### src/rtl/seven_seg_scan_mux.sv
// Time-multiplexed 8-digit seven-segment scanner with per-slot dead time and frame snapshot.
// Optional: define LEADING_ZERO_BLANK_EN to blank a "0" shown on tens-digit (even) slots.
module seven_seg_scan_mux #(
  parameter int unsigned SCAN_DIV  = 1000,
  parameter int unsigned BLANK_CYC = 8
) (
  input  logic       CLK,
  input  logic       RESET,
  input  logic       ENABLE,
  input  logic [6:0] SN1D1,
  input  logic [6:0] SN1D2,
  input  logic [6:0] SN2D1,
  input  logic [6:0] SN2D2,
  input  logic [6:0] WE1D1,
  input  logic [6:0] WE1D2,
  input  logic [6:0] WE2D1,
  input  logic [6:0] WE2D2,
  output logic [6:0] SEG,
  output logic [7:0] AN,
  output logic       FRAME_TICK
);

  localparam int unsigned CNT_W   = 16;
  localparam int unsigned DIG_W   = 3;
  localparam int unsigned SEG_W   = 7;
  localparam int unsigned NUM_DIG = 8;
  localparam logic [SEG_W-1:0] CODE_ZERO = 7'b0111111;

  typedef enum logic {BLANK, SHOW} state_t;

  state_t                          state_q, state_d;
  logic [CNT_W-1:0]                cnt_q, cnt_d;
  logic [DIG_W-1:0]                dig_q, dig_d;
  logic [NUM_DIG-1:0][SEG_W-1:0]   snap_q, snap_d;
  logic [NUM_DIG-1:0][SEG_W-1:0]   codes_c;
  logic [SEG_W-1:0]                seg_d;
  logic [NUM_DIG-1:0]              an_d;
  logic                            tick_d;

  // Slot order: index 0 is SN1D1 ... index 7 is WE2D2.
  assign codes_c = {WE2D2, WE2D1, WE1D2, WE1D1, SN2D2, SN2D1, SN1D2, SN1D1};

  // Next-state and next-output logic; outputs follow the current (dig,cnt) by one cycle.
  always_comb begin
    state_d = state_q;
    cnt_d   = cnt_q;
    dig_d   = dig_q;
    snap_d  = snap_q;
    seg_d   = '0;
    an_d    = '0;
    tick_d  = 1'b0;
    if (ENABLE) begin
      if (dig_q == '0 && cnt_q == '0) begin
        snap_d = codes_c;
      end
      if (cnt_q == CNT_W'(SCAN_DIV - 1)) begin
        cnt_d  = '0;
        dig_d  = dig_q + DIG_W'(1);
        tick_d = (dig_q == DIG_W'(NUM_DIG - 1));
      end else begin
        cnt_d = cnt_q + CNT_W'(1);
      end
      case (state_q)
        BLANK: begin
          an_d  = '0;
          seg_d = '0;
        end
        SHOW: begin
          an_d  = NUM_DIG'(1) << dig_q;
          seg_d = snap_q[dig_q];
`ifdef LEADING_ZERO_BLANK_EN
          if (!dig_q[0] && snap_q[dig_q] == CODE_ZERO) begin
            seg_d = '0;
          end
`endif
        end
        default: ;
      endcase
      state_d = (cnt_d < CNT_W'(BLANK_CYC)) ? BLANK : SHOW;
    end else begin
      cnt_d   = '0;
      dig_d   = '0;
      state_d = BLANK;
    end
  end

  always_ff @(posedge CLK or negedge RESET) begin
    if (!RESET) begin
      state_q    <= BLANK;
      cnt_q      <= '0;
      dig_q      <= '0;
      snap_q     <= '0;
      SEG        <= '0;
      AN         <= '0;
      FRAME_TICK <= 1'b0;
    end else begin
      state_q    <= state_d;
      cnt_q      <= cnt_d;
      dig_q      <= dig_d;
      snap_q     <= snap_d;
      SEG        <= seg_d;
      AN         <= an_d;
      FRAME_TICK <= tick_d;
    end
  end

`ifndef LEADING_ZERO_BLANK_EN
  logic unused_zero_c;
  assign unused_zero_c = ^CODE_ZERO;
`endif

endmodule

### config.mk
export PLATFORM = sky130hd
export DESIGN_NAME = seven_seg_scan_mux
export DESIGN_NICKNAME = d
export VERILOG_FILES = /design/src/rtl/seven_seg_scan_mux.sv
export SDC_FILE = /design/constraint.sdc
export NUM_CORES = 1
export LEC_CHECK = 0
export BUFFER_PORTS_ARGS = -buffer_cell sky130_fd_sc_hd__buf_2
export CAP_MARGIN = 0
export CORE_UTILIZATION = 60
export DETAILED_ROUTE_END_ITERATION = 10
export HOLD_SLACK_MARGIN = 0.06
export PLACE_DENSITY = 0.84
export SETUP_SLACK_MARGIN = 0.4
export SYNTH_ARGS = -nofsm -noshare
export SYNTH_HDL_FRONTEND = slang
export SYNTH_SLANG_ARGS = --single-unit
### constraint.sdc
create_clock -name CLK -period 4.35 [get_ports CLK]
set_clock_uncertainty 0.2 [all_clocks]
set_input_delay 0.435 -clock CLK [delete_from_list [all_inputs] [get_ports CLK]]
set_output_delay 0.435 -clock CLK [all_outputs]
set_load 0.1 [all_outputs]
==> results.py <==
metrics = {
    "synthesis": {
        "syn_nets": 393,
        "ys_ff_latch": 92,
        "synth-compound-area-share_pct": 2.89,
        "yosysUniqueCellTypes": 45,
        "synthTopCellsByArea": "dfrtp_1, mux2_4, mux4_2, mux2_2, buf_12",
        "ys_warn_count": 0,
        "synthSimpleGateAreaFrac_pct": 10.6,
        "synthMuxAreaShare_pct": 25.0,
        "async_flop_share_pct": 100,
        "synth_edf_count": 0,
        "synthFlopType": "dfrtp_1",
        "synth_top_family_by_area": "multiplexers",
        "synth_top_area_share_pct": 51.7,
        "synth.avg_cell_area_um2": 13.7,
        "syn_area_um2": 4460,
        "synth-xor-area-share_pct": 2.95,
        "synth_cells": 326,
        "synth_top_area_cell": "dfrtp_1",
        "synth_fa_ha_area_share_pct": 2.25,
        "seq_area_frac_synth_pct": 51.7,
    },
    "global_route": {
        "grt_remaining_overflow": 0,
        "grt_usage_pct": 24.0,
        "grt_pass1_wl_um": 13800,
        "grt_max_degree": 61,
        "grt_pass1_vias": 2887,
        "antenna_found_initial": 0,
    },
    "place": {
        "gp_congestion": 0.880,
        "dpl_worst_slack_ns": 1.29,
        "hpwl_um": 5810,
        "portBuffers": 74,
    },
    "route": {
        "wirelength_um": 8300,
        "drc": 0,
        "firstDrtPassIters": 5,
        "vias": 2784,
        "antenna_left": 0,
        "drt_iter0_markers": 115,
        "wl_per_cell_um": 16.6,
        "post_drt_via_cell_ratio": 5.57,
    },
    "timing": {
        "finalCritPeriodShare_pct": 70.4,
        "rsz0062_at_grt": "no",
        "whs_ns": 0.107,
        "period_minus_slack_ns": 3.06,
        "slew_viol_final": 0,
        "max_freq_mhz": 327,
        "finalWorstSetupSlack_ns": 1.29,
        "worst_slew_pin_slew_ns": 1.10,
        "fin_tns_setup_ns": 0,
        "max_slew_margin_pct": 26.6,
        "finalSetupViolCount": 0,
        "final_hold_viol_count": 0,
    },
    "finish": {
        "drive_gt1_share_pct": 41.9,
        "syn_to_final_growth_pct": 12.9,
        "nNetsFinal": 463,
        "multi_input_area_um2": 1950,
        "fillCellCount": 548,
        "final-seq-area_um2": 2300,
        "num_antenna_cells": 0,
    },
    "clocking": {
        "path_clk_slew_ns": 0.08,
        "cts.path.max_buffers": 2,
        "root_buffer": "clkbuf_8",
        "cts_buffers": 9,
        "tritoncts": "yes",
        "postCtsSetupRepairBufs": 0,
        "htree_levels": 3,
        "clock_sinks": 92,
        "clk_latency_ns": 0.36,
    },
    "power_and_ir_drop": {
        "power_density_nw_per_um2": 406,
        "ir_drop_uv": 335,
        "pwr-share-seq_pct": 52.6,
        "intPower_mw": 1.56,
        "power_mw": 2.04,
        "pwr-share-clk_pct": 29.9,
        "comb_power_share_pct": 17.5,
        "switching_power_uw": 482,
        "switching_share_pct": 23.6,
        "p_leak_nw": 2.38,
    },
    "outcome": {
        "outcome": "finished clean",
    },
    "flow_run": {
        "timing.max_cap.violations": 0,
    },
    "floorplan": {
        "row_count": 31,
        "dieArea_um2": 7770,
        "fp.dieH_um": 88.2,
        "ios": 75,
        "core_um2": 7210,
        "start_util_pct": 61.8,
        "die_w_um": 88.2,
    },
    "setup_path": {
        "startpoint_type": "flip-flop",
        "worstSetupPathType": "reg2reg",
        "cp_cell_sequence": "inv_1, ha_1, nor4b_1, and4b_4, mux2_2",
        "crit_start": "dig_q[1]",
        "path_max_fanout": 56,
        "cp.required_ns": 4.39,
        "slowest_stage": "and4b_4",
        "cp.arrival_ns": 3.10,
        "crit_path_end_kind": "flip-flop",
        "timing.rr.start": "dig_q[1]",
        "cpPeakStageDelay_ns": 0.98,
    },
    "min_path": {
        "min_path_type": "in2reg",
        "holdCritStartpoint": "WE1D2[3]",
    },
}
-- cell families after synthesis --
kind of cell	Yosys count
multiplexers	72
XOR/XNOR	15
AO/OA/AOI/OAI	19
AND/OR/NAND/NOR	93
adder cells (fa/ha/maj)	8
buffers and inverters	27
flip-flops	92
-- Yosys cell counts, types with 6 or more instances --
library cell  count
ha_1              8
inv_1             8
a21oi_1           7
xnor2_1          10
nand2_1          24
buf_2             6
mux2_2           16
and3_1            8
dfrtp_1          92
mux2_4           40
mux4_2           14
nor2_1           25
nand3_1           8
-- sequential cells by signal, indices dropped and copies added, names as in the netlist --
name / count
cnt_q: 16
AN: 8
SEG: 7
snap_q: 56
dig_q: 3
state_q: 1
FRAME_TICK: 1
-- critical path, delay by kind of cell, from the launching register on --
family	cells	cell delay, ns
flip-flops	1	0.67
adder cells (fa/ha/maj)	1	0.18
AND/OR/NAND/NOR	2	1.21
multiplexers	1	0.43
buffers and inverters	1	0.19
-- power by group through the flow --
stage          clock, mW  combinational (mW)  sequential (mW)
2_1_floorplan          0               0.300             1.06
3_3_place_gp           0               0.344             1.08
3_5_place_dp           0               0.360             1.09
4_1_cts            0.623               0.363             1.07
5_1_grt            0.658               0.384             1.09
6_report           0.612               0.357             1.07
-- metrics by stage --
step	area [µm²]	cells	utilization, %
2_1_floorplan	4460	326	-
3_3_place_gp	4800	483	66.5
3_5_place_dp	4800	483	66.5
4_1_cts	5030	500	69.7
5_1_grt	5030	500	69.7
6_report	5030	500	69.7
-- placed cells by master, fill, tap and decap left out, types with 2 or more instances in the layout --
cell / synthesis / layout
dfrtp_1: 92 / 92
buf_2: 6 / 73
mux2_4: 40 / 40
nor2_1: 25 / 25
nand2_1: 24 / 24
mux2_2: 16 / 16
mux4_2: 14 / 14
clkbuf_8: 0 / 13
xnor2_1: 10 / 10
inv_1: 8 / 8
and3_1: 8 / 8
nand3_1: 8 / 8
ha_1: 8 / 8
a21oi_1: 7 / 7
and2_1: 5 / 5
xor2_1: 5 / 5
nor3_1: 4 / 4
nor4_1: 4 / 4
buf_4: 1 / 3
nand2b_1: 2 / 2
nand4_1: 2 / 2
o21ai_0: 2 / 2
or3_1: 2 / 2
mux2i_1: 2 / 2
o211ai_1: 2 / 2
nor4b_1: 2 / 2
-- what timing repair did --
item                      4_1_cts  5_1_grt
gates resized for setup         0        0
hold buffers                    1        0
hold endpoints to repair       59        0
-- layer usage --
metal | part of all wire [%] | vias to the layer above | GRT usage [%]
li1 | - | 1293 | -
met1 | 43 | 1396 | 29.8
met2 | 51 | 82 | 41.6
met3 | 4.7 | 13 | 6.60
met4 | 1.2 | 0 | 6.45
met5 | 0 | - | 0
-- path summary, 6_finish.rpt --
| kind | to | cells past startpoint | slack (ns) |
|---|---|---|---|
| max in group asynchronous | cnt_q[1] | 3 | 2.56 |
| setup reg to reg | snap_q[1] | 5 | 1.29 |
| setup / recovery | snap_q[1] | 5 | 1.29 |
| min in group asynchronous | FRAME_TICK | 2 | 0.49 |
| hold reg to reg | cnt_q[0] | 1 | 0.31 |
| hold / removal | snap_q[38] | 2 | 0.11 |
-- area by class of cell --
class,instances,share of cell area (%)
Tap cell,99,2.46
Clock buffer,13,3.56
Inverter,9,0.672
Clock inverter,3,0.846
Sequential cell,92,45.8
Timing Repair Buffer,77,7.91
Multi-Input combinational cell,207,38.8
(Power assumes the default switching activity.)
